File: src/rtl/fft_frame_scheduler.sv
// fft_frame_scheduler: round-robin frame arbiter in front of one myFFT core.
// Two requesters compete for whole NFFT-sample frames. The winner streams one
// contiguous valid burst into the core. Each granted frame is tagged with its
// requester ID in a small FIFO, and the tag at the FIFO head labels the core's
// output burst.
// Optional feature macro: FFT_SCHED_FRAME_CNT_EN adds per-tag frame counters
// (stat_frames0/stat_frames1).
module fft_frame_scheduler #(
    parameter int SIZE_BUFFER   = 8,
    parameter int DATA_FFT_SIZE = 16,
    parameter int DATA_OUT_SIZE = 22,
    parameter int TAG_DEPTH_LOG = 2
) (
    input  logic                     clk,
    input  logic                     reset,
    input  logic                     s0_req,
    input  logic                     s1_req,
    input  logic [DATA_FFT_SIZE-1:0] s0_data_i,
    input  logic [DATA_FFT_SIZE-1:0] s0_data_q,
    input  logic [DATA_FFT_SIZE-1:0] s1_data_i,
    input  logic [DATA_FFT_SIZE-1:0] s1_data_q,
    output logic                     s0_ready,
    output logic                     s1_ready,
    output logic                     fft_valid,
    output logic [DATA_FFT_SIZE-1:0] fft_data_i,
    output logic [DATA_FFT_SIZE-1:0] fft_data_q,
    input  logic                     fft_wayt_data,
    input  logic                     fft_complete,
    input  logic [DATA_OUT_SIZE-1:0] fft_out_i,
    input  logic [DATA_OUT_SIZE-1:0] fft_out_q,
    output logic                     fft_ready_recive,
    output logic                     m_valid,
    output logic                     m_last,
    output logic                     m_tag,
    output logic [DATA_OUT_SIZE-1:0] m_data_i,
    output logic [DATA_OUT_SIZE-1:0] m_data_q,
    input  logic                     m_ready,
    output logic                     err_orphan
`ifdef FFT_SCHED_FRAME_CNT_EN
    ,
    output logic [15:0]              stat_frames0,
    output logic [15:0]              stat_frames1
`endif
);

    localparam int NFFT  = 1 << SIZE_BUFFER;
    localparam int DEPTH = 1 << TAG_DEPTH_LOG;

    typedef enum logic {IDLE, LOAD} state_t;

    state_t                   state, state_nxt;
    logic                     sel, last_grant, winner, grant;
    logic [SIZE_BUFFER-1:0]   in_cnt, out_cnt;
    logic [DEPTH-1:0]         tag_mem;
    logic [TAG_DEPTH_LOG-1:0] wr_ptr, rd_ptr;
    logic [TAG_DEPTH_LOG:0]   count;
    logic                     fifo_full, fifo_empty, pop, out_hs;

    assign fifo_full  = (count == (TAG_DEPTH_LOG+1)'(DEPTH));
    assign fifo_empty = (count == '0);

    // Round-robin pick: on a tie the requester not granted last time wins.
    always_comb begin
        if (s0_req && s1_req) winner = ~last_grant;
        else                  winner = s1_req;
    end

    // Input FSM next state and burst-side outputs.
    always_comb begin
        state_nxt  = state;
        grant      = 1'b0;
        fft_valid  = 1'b0;
        s0_ready   = 1'b0;
        s1_ready   = 1'b0;
        fft_data_i = '0;
        fft_data_q = '0;
        case (state)
            IDLE: begin
                if (fft_wayt_data && !fifo_full && (s0_req || s1_req)) begin
                    grant     = 1'b1;
                    state_nxt = LOAD;
                end
            end
            LOAD: begin
                fft_valid  = 1'b1;
                s0_ready   = ~sel;
                s1_ready   = sel;
                fft_data_i = sel ? s1_data_i : s0_data_i;
                fft_data_q = sel ? s1_data_q : s0_data_q;
                if (in_cnt == SIZE_BUFFER'(NFFT-1)) state_nxt = IDLE;
            end
            default: state_nxt = IDLE;
        endcase
    end

    // State register, grant bookkeeping and in-frame sample counter.
    always_ff @(posedge clk or negedge reset) begin
        if (!reset) begin
            state      <= IDLE;
            sel        <= 1'b0;
            last_grant <= 1'b1;
            in_cnt     <= '0;
        end else begin
            state <= state_nxt;
            if (grant) begin
                sel        <= winner;
                last_grant <= winner;
                in_cnt     <= '0;
            end else if (state == LOAD) begin
                in_cnt <= in_cnt + 1'b1;
            end
        end
    end

    // Output path is pure pass-through; only valid/last/tag come from here.
    assign m_valid          = fft_complete & ~fifo_empty;
    assign m_last           = m_valid & (out_cnt == SIZE_BUFFER'(NFFT-1));
    assign m_tag            = tag_mem[rd_ptr];
    assign m_data_i         = fft_out_i;
    assign m_data_q         = fft_out_q;
    assign fft_ready_recive = m_ready;
    assign out_hs           = m_valid & m_ready;
    assign pop              = m_last & m_ready;

    // Output sample counter, restarted at each frame boundary.
    always_ff @(posedge clk or negedge reset) begin
        if (!reset)      out_cnt <= '0;
        else if (pop)    out_cnt <= '0;
        else if (out_hs) out_cnt <= out_cnt + 1'b1;
    end

    // Tag FIFO: push on grant, pop on the last-sample handshake.
    always_ff @(posedge clk or negedge reset) begin
        if (!reset) begin
            tag_mem <= '0;
            wr_ptr  <= '0;
            rd_ptr  <= '0;
            count   <= '0;
        end else begin
            if (grant) begin
                tag_mem[wr_ptr] <= winner;
                wr_ptr          <= wr_ptr + 1'b1;
            end
            if (pop) rd_ptr <= rd_ptr + 1'b1;
            case ({grant, pop})
                2'b10:   count <= count + 1'b1;
                2'b01:   count <= count - 1'b1;
                default: count <= count;
            endcase
        end
    end

    // Sticky flag: core produced output with no frame tag outstanding.
    always_ff @(posedge clk or negedge reset) begin
        if (!reset)                          err_orphan <= 1'b0;
        else if (fft_complete && fifo_empty) err_orphan <= 1'b1;
    end

`ifdef FFT_SCHED_FRAME_CNT_EN
    // Per-tag completed-frame counters, free-running wrap.
    always_ff @(posedge clk or negedge reset) begin
        if (!reset) begin
            stat_frames0 <= '0;
            stat_frames1 <= '0;
        end else if (pop) begin
            if (m_tag) stat_frames1 <= stat_frames1 + 16'd1;
            else       stat_frames0 <= stat_frames0 + 16'd1;
        end
    end
`endif

endmodule

File: config.mk
export PLATFORM = sky130hd
export DESIGN_NAME = fft_frame_scheduler
export DESIGN_NICKNAME = d
export VERILOG_FILES = /design/src/rtl/fft_frame_scheduler.sv
export SDC_FILE = /design/constraint.sdc
export NUM_CORES = 1
export LEC_CHECK = 0
export CORE_ASPECT_RATIO = 0.8
export CORE_MARGIN = 3
export CORE_UTILIZATION = 36
export DETAILED_ROUTE_END_ITERATION = 8
export PLACE_DENSITY = 0.88
export SETUP_SLACK_MARGIN = 0.02
export SYNTH_ARGS = -nofsm -noshare
export SYNTH_HDL_FRONTEND = slang
export SYNTH_SLANG_ARGS = --single-unit
export TNS_END_PERCENT = 50
File: constraint.sdc
create_clock -name clk -period 5.2 [get_ports clk]
set_clock_uncertainty 0.2 [all_clocks]
set_input_delay 1.04 -clock clk [delete_from_list [all_inputs] [get_ports clk]]
set_output_delay 1.04 -clock clk [all_outputs]
set_load 0.01 [all_outputs]
==> results of run 1 <==
[power by group]
group          internal [µW]  switching, µW  leakage, µW  total, µW
Sequential               262           29.5     0.000377        292
Clock                   93.7           84.6    0.0000422        178
Combinational            121           66.5     0.000973        188
Total                    477            181      0.00139        658
[flip-flops by register name, summed over array words and instances (netlist names), 2 cells and up]
register and count:
rd_ptr 2, wr_ptr 2, out_cnt 8, in_cnt 8, count 3, tag_mem 4
[layer usage]
metal  vias up  part of all wire (%)  track usage [%]
met3         7                   7.3             6.81
met1       946                    43             19.5
met5         -                     0                0
li1        972                     -                -
met4         0                  0.74             3.18
met2        66                    49             26.0
[final cells by class]
class | instances | area (µm²) | area share, %
multi-input combinational | 172 | 1240 | 37.1
sequential | 31 | 778 | 23.3
tap | 84 | 105 | 3.15
inverter | 7 | 26.3 | 0.788
clock inverter | 1 | 5.00 | 0.150
timing repair buffer | 111 | 1110 | 33.2
clock buffer | 7 | 76.3 | 2.29
[synthesized netlist by cell type (3+ instances only)]
library cell	number
buf_4	45
nor2_1	41
mux2i_1	35
dfrtp_1	30
nand2_1	17
nand3_1	10
xnor2_1	9
o21ai_1	8
ha_1	7
mux2_1	6
buf_2	5
inv_1	5
xor2_1	5
and2_1	3
nand2_2	3
[worst max-delay path: stages]
cell	delay [ps]
clkdlybuf4s50_1	540
nor2b_1	170
and2_1	130
clkdlybuf4s50_1	540
[worst max path at each step]
stage	from	endpoint	slack, ps	depth (start not counted)
final	fft_complete	m_last	1540	4
after global routing	fft_complete	m_last	1480	4
after CTS	fft_complete	m_last	1540	4
after detailed placement	fft_complete	m_last	1530	4
after global placement	fft_complete	m_last	1560	4
after floorplan	m_ready	count[2]$_DFFE_PN0P_	2390	9
[cells by family after synthesis]
group	Yosys count	synth area share (%)
AND/OR/NAND/NOR	87	16.7
buffers and inverters	62	17.1
multiplexers	44	19.1
flip-flops	31	32.0
AO/OA/AOI/OAI	19	5.62
XOR/XNOR	14	5.05
adder cells (fa/ha/maj)	8	4.43
[per-stage QoR]
stage                     setup slack, ps  hold slack [ps]  util [%]
after detailed placement             1530              270      50.3
final                                1540              283      51.5
after floorplan                      2390              253         -
after global routing                 1480              312      51.5
after global placement               1560              257      50.3
after CTS                            1540              289      51.5
==> results.toml, run 1 <==
[power]
leakage_uw = 0.00139
ir_drop_v = 0.0000894
power-per-cell-area_nw_per_um2 = 197
power_uw = 658

[timing]
tightest_slew_ps = 942
tns_ps = 0
slew_violations = 0
hold_violations = 0
setup_viol = 0
rsz0062_at_grt = "false"
fmax_mhz = 273
fin_crit_sh_pct = 70.5
relSlewSlack_pct = 37.2
layout_min_cycle_time_ps = 3660

[min_path]
hp-start = "err_orphan$_DFFE_PN0P_"
min_path_type = "reg -> reg"
holdPathStages = 1
holdPathEnd = "err_orphan$_DFFE_PN0P_"

[synth]
synth_top_area_share_pct = 30.9
synth_cells = 265
synth-warning-count = 0
synth_fp_nets = 388
synth_seq_cells = 31
yosysSeqAreaShare_pct = 32.0
avgSynthCellArea_um2 = 9.16
synth.largest_area_cell = "dfrtp_1"
post_synth_num_cell_types = 42
async_flop_share_pct = 100
synth_top_flop_cell = "dfrtp_1"
synth_area_leaders = "dfrtp_1 31%, mux2i_1 14%, buf_4 14%"
syn-cell-area_um2 = 2430
synth_edf_count = 0

[critical_path]
r2r_setup_slack_ps = 2650
critPathMaxFanout = 4
cp-end-kind = "primary output"
criticalPathCategory = "in -> out"
cp.required_ps = 3960
worst_setup_path_start_kind = "input port"
reg2reg_depth = 10
r2r_end = "count[2]$_DFFE_PN0P_"
reg2reg_from = "out_cnt[0]$_DFFE_PN0P_"
arrival_ps = 2420

[cells_and_area]
fillers = 592
fin_nets = 451
layout_commonest_cell = "clkdlybuf4s50_1"
final_cells = 413
layout_common_cells = "110 x clkdlybuf4s50_1, 41 x nor2_1, 35 x mux2i_1"
final_area_um2 = 3340
drive_gt1_share_pct = 6.99
area_delta_synth_final_pct = 37.4
antenna_cells = 0

[clocking]
cts_hold_buf = 0
cts-buffers-inserted = 5
cts_tree = "done"
cts_resized = 0
cts_buffer_depth = 2
htree_levels = 2
clock_latency_ps = 280
ctsRootBufferMaster = "clkbuf_8"
clkTransAtPathRegs_ps = 60
post_cts.repair.setup_buffers = 0
clock-sinks = 31

[global_routing]
grt_antenna_before_repair = 0
grt_usage_pct = 15.8
grt-ovfl-total = 0
grt_max_degree = 38
grt_pass1_wl_um = 9790
grt_pass1_vias = 2007

[die]
die_w_um = 97.8
die-area_um2 = 7770
initial_core_util_pct = 37.5
ios = 199
row_count = 26
core-area_um2 = 6470
dieHeight_um = 79.5

[run_status]
status = "finished clean"

[routing]
ant_nets = 0
wl_per_cell_um = 15.1
drc_errors = 0
first_iter_violations = 33
route.final.wire_length_um = 6250
routed-via-count = 1991
via_per_inst = 4.82
first_pass_iters = 4

[place]
placed_area_um2 = 3250
place.gp.congestion = 0.823
dp_hpwl_um = 5120
dp_cells = 405
io_buffers = 110

[job]
drv_cap = 0
Note: power is estimated with default switching activity, not from simulation.
==> run 2: changes to the inputs <==
CORE_UTILIZATION = 33   (was 36)
PLACE_DENSITY = 0.82   (was 0.88)
clock period = 3.7 ns   (was 5.2 ns; I/O delays follow)
==> run 2 against run 1 <==
Compared with the run above: register-to-register slack got worse by 1500 ps; wire length increased by 5.1%; combinational power rose by 43%; count of clock-buffer cells in the layout did not move; die area grew 8.5%; cell area up 0.64%; utilization fell by 3.8 points; non-clock buffer count rose by 2; critical path type is now reg -> out; global-route usage is 1.2 points lower; setup slack lost 1100 ps; largest cell class unchanged.
==> results.toml, run 2 (synthesis gave the netlist of run 1 again) <==
[timing]
fmax_mhz = 309
tightest_slew_ps = 942
hold_violations = 0
relSlewSlack_pct = 37.2
setup_viol = 0
tns_ps = 0
fin_crit_sh_pct = 87.4
rsz0062_at_grt = "false"
slew_violations = 0
layout_min_cycle_time_ps = 3230

[die]
die-area_um2 = 8430
dieHeight_um = 82.7
die_w_um = 102
row_count = 27
ios = 199
core-area_um2 = 7030
initial_core_util_pct = 34.6

[clocking]
clkTransAtPathRegs_ps = 60
ctsRootBufferMaster = "clkbuf_8"
cts_buffer_depth = 2
cts_resized = 0
cts_tree = "done"
post_cts.repair.setup_buffers = 0
cts_hold_buf = 0
cts-buffers-inserted = 5
clock_latency_ps = 270
htree_levels = 2
clock-sinks = 31

[critical_path]
cp.required_ps = 2760
slowest_stage = "dfrtp_2"
crit_chain = "mux2i_1 -> nor2_1 -> clkdlybuf4s50_1"
slowest_delay_ps = 980
worst_setup_path_start_kind = "flip-flop"
criticalPathCategory = "reg -> out"
cp-end-kind = "primary output"
critPathMaxFanout = 35
arrival_ps = 2290

[power]
power_uw = 925
ir_drop_v = 0.000124
power-per-cell-area_nw_per_um2 = 276
leakage_uw = 0.00140

[routing]
first_pass_iters = 4
drc_errors = 0
first_iter_violations = 39
routed-via-count = 1972
via_per_inst = 4.71
wl_per_cell_um = 15.7
ant_nets = 0
route.final.wire_length_um = 6560

[place]
place.gp.congestion = 0.844
dp_cells = 410
dp_hpwl_um = 5330
placed_area_um2 = 3270
io_buffers = 110

[cells_and_area]
fillers = 678
top_regs = "in_cnt (8), out_cnt (8), tag_mem (4)"
layout_common_cells = "110 x clkdlybuf4s50_1, 41 x nor2_1, 35 x mux2i_1"
final_cells = 419
drive_gt1_share_pct = 7.55
fin_nets = 453
layout_commonest_cell = "clkdlybuf4s50_1"
area_delta_synth_final_pct = 38.2
final_area_um2 = 3360

[min_path]
min_path_type = "reg -> reg"

[global_routing]
grt_max_degree = 38
grt_antenna_before_repair = 1
grt_usage_pct = 14.6
grt_pass1_vias = 1863
grt_pass1_wl_um = 9430
grt-ovfl-total = 0

[run_status]
status = "finished clean"

[job]
drv_cap = 0
[run 2: final timing paths]
check | startpoint | endpoint | slack, ps | cells after the start
worst max-delay path | sel$_DFFE_PN0P_ | fft_data_q[14] | 470 | 3
worst min register to register | err_orphan$_DFFE_PN0P_ | err_orphan$_DFFE_PN0P_ | 270 | 1
min in group asynchronous | reset | count[1]$_DFFE_PN0P_ | 670 | 2
max in group asynchronous | reset | last_grant$_DFFE_PN1P_ | 2310 | 2
worst min-delay path | err_orphan$_DFFE_PN0P_ | err_orphan$_DFFE_PN0P_ | 270 | 1
worst max register to register | out_cnt[0]$_DFFE_PN0P_ | count[2]$_DFFE_PN0P_ | 1190 | 10
[run 2: metal layers]
metal  part of all wire, %  wire (µm)  global-route usage (%)  up-vias
met5                     0          0                       0        -
li1                      -          -                       -      978
met2                    49       3190                    23.0       61
met3                   5.9        384                    6.63       14
met1                    44       2890                    18.3      919
met4                   1.4         94                    3.93        0
[run 2: report_power, final]
group          switching (µW)  leakage [µW]  total (µW)  internal [µW]
Combinational            97.6      0.000983         268            171
Sequential               41.2      0.000377         409            368
Clock                     115     0.0000422         247            132
Total                     254       0.00140         925            671
[run 2: worst max-delay path: cells and delay by family, from the launching register on]
| family | cells | cell delay (ps) |
|---|---|---|
| muxes | 1 | 270 |
| DFF | 1 | 980 |
| and+or+nand+nor | 1 | 170 |
| buffers and inverters | 1 | 570 |
[run 2: area by class of cell]
cell class	instances	area, µm²	area share (%)
diodes	1	2.50	0.0745
clock buffers	7	76.3	2.27
clock inverters	1	5.00	0.149
inverters	7	26.3	0.783
multi-input cells	172	1240	36.8
flip-flops and latches	31	778	23.2
well taps	87	109	3.24
repair buffers	113	1120	33.5
[run 2: metrics by stage]
step	worst slack (ps)	hold WS, ps	util, %
2_1_floorplan	1190	244	-
3_3_place_gp	594	253	46.6
3_5_place_dp	496	264	46.6
4_1_cts	430	279	47.7
5_1_grt	330	312	47.8
6_report	467	267	47.8
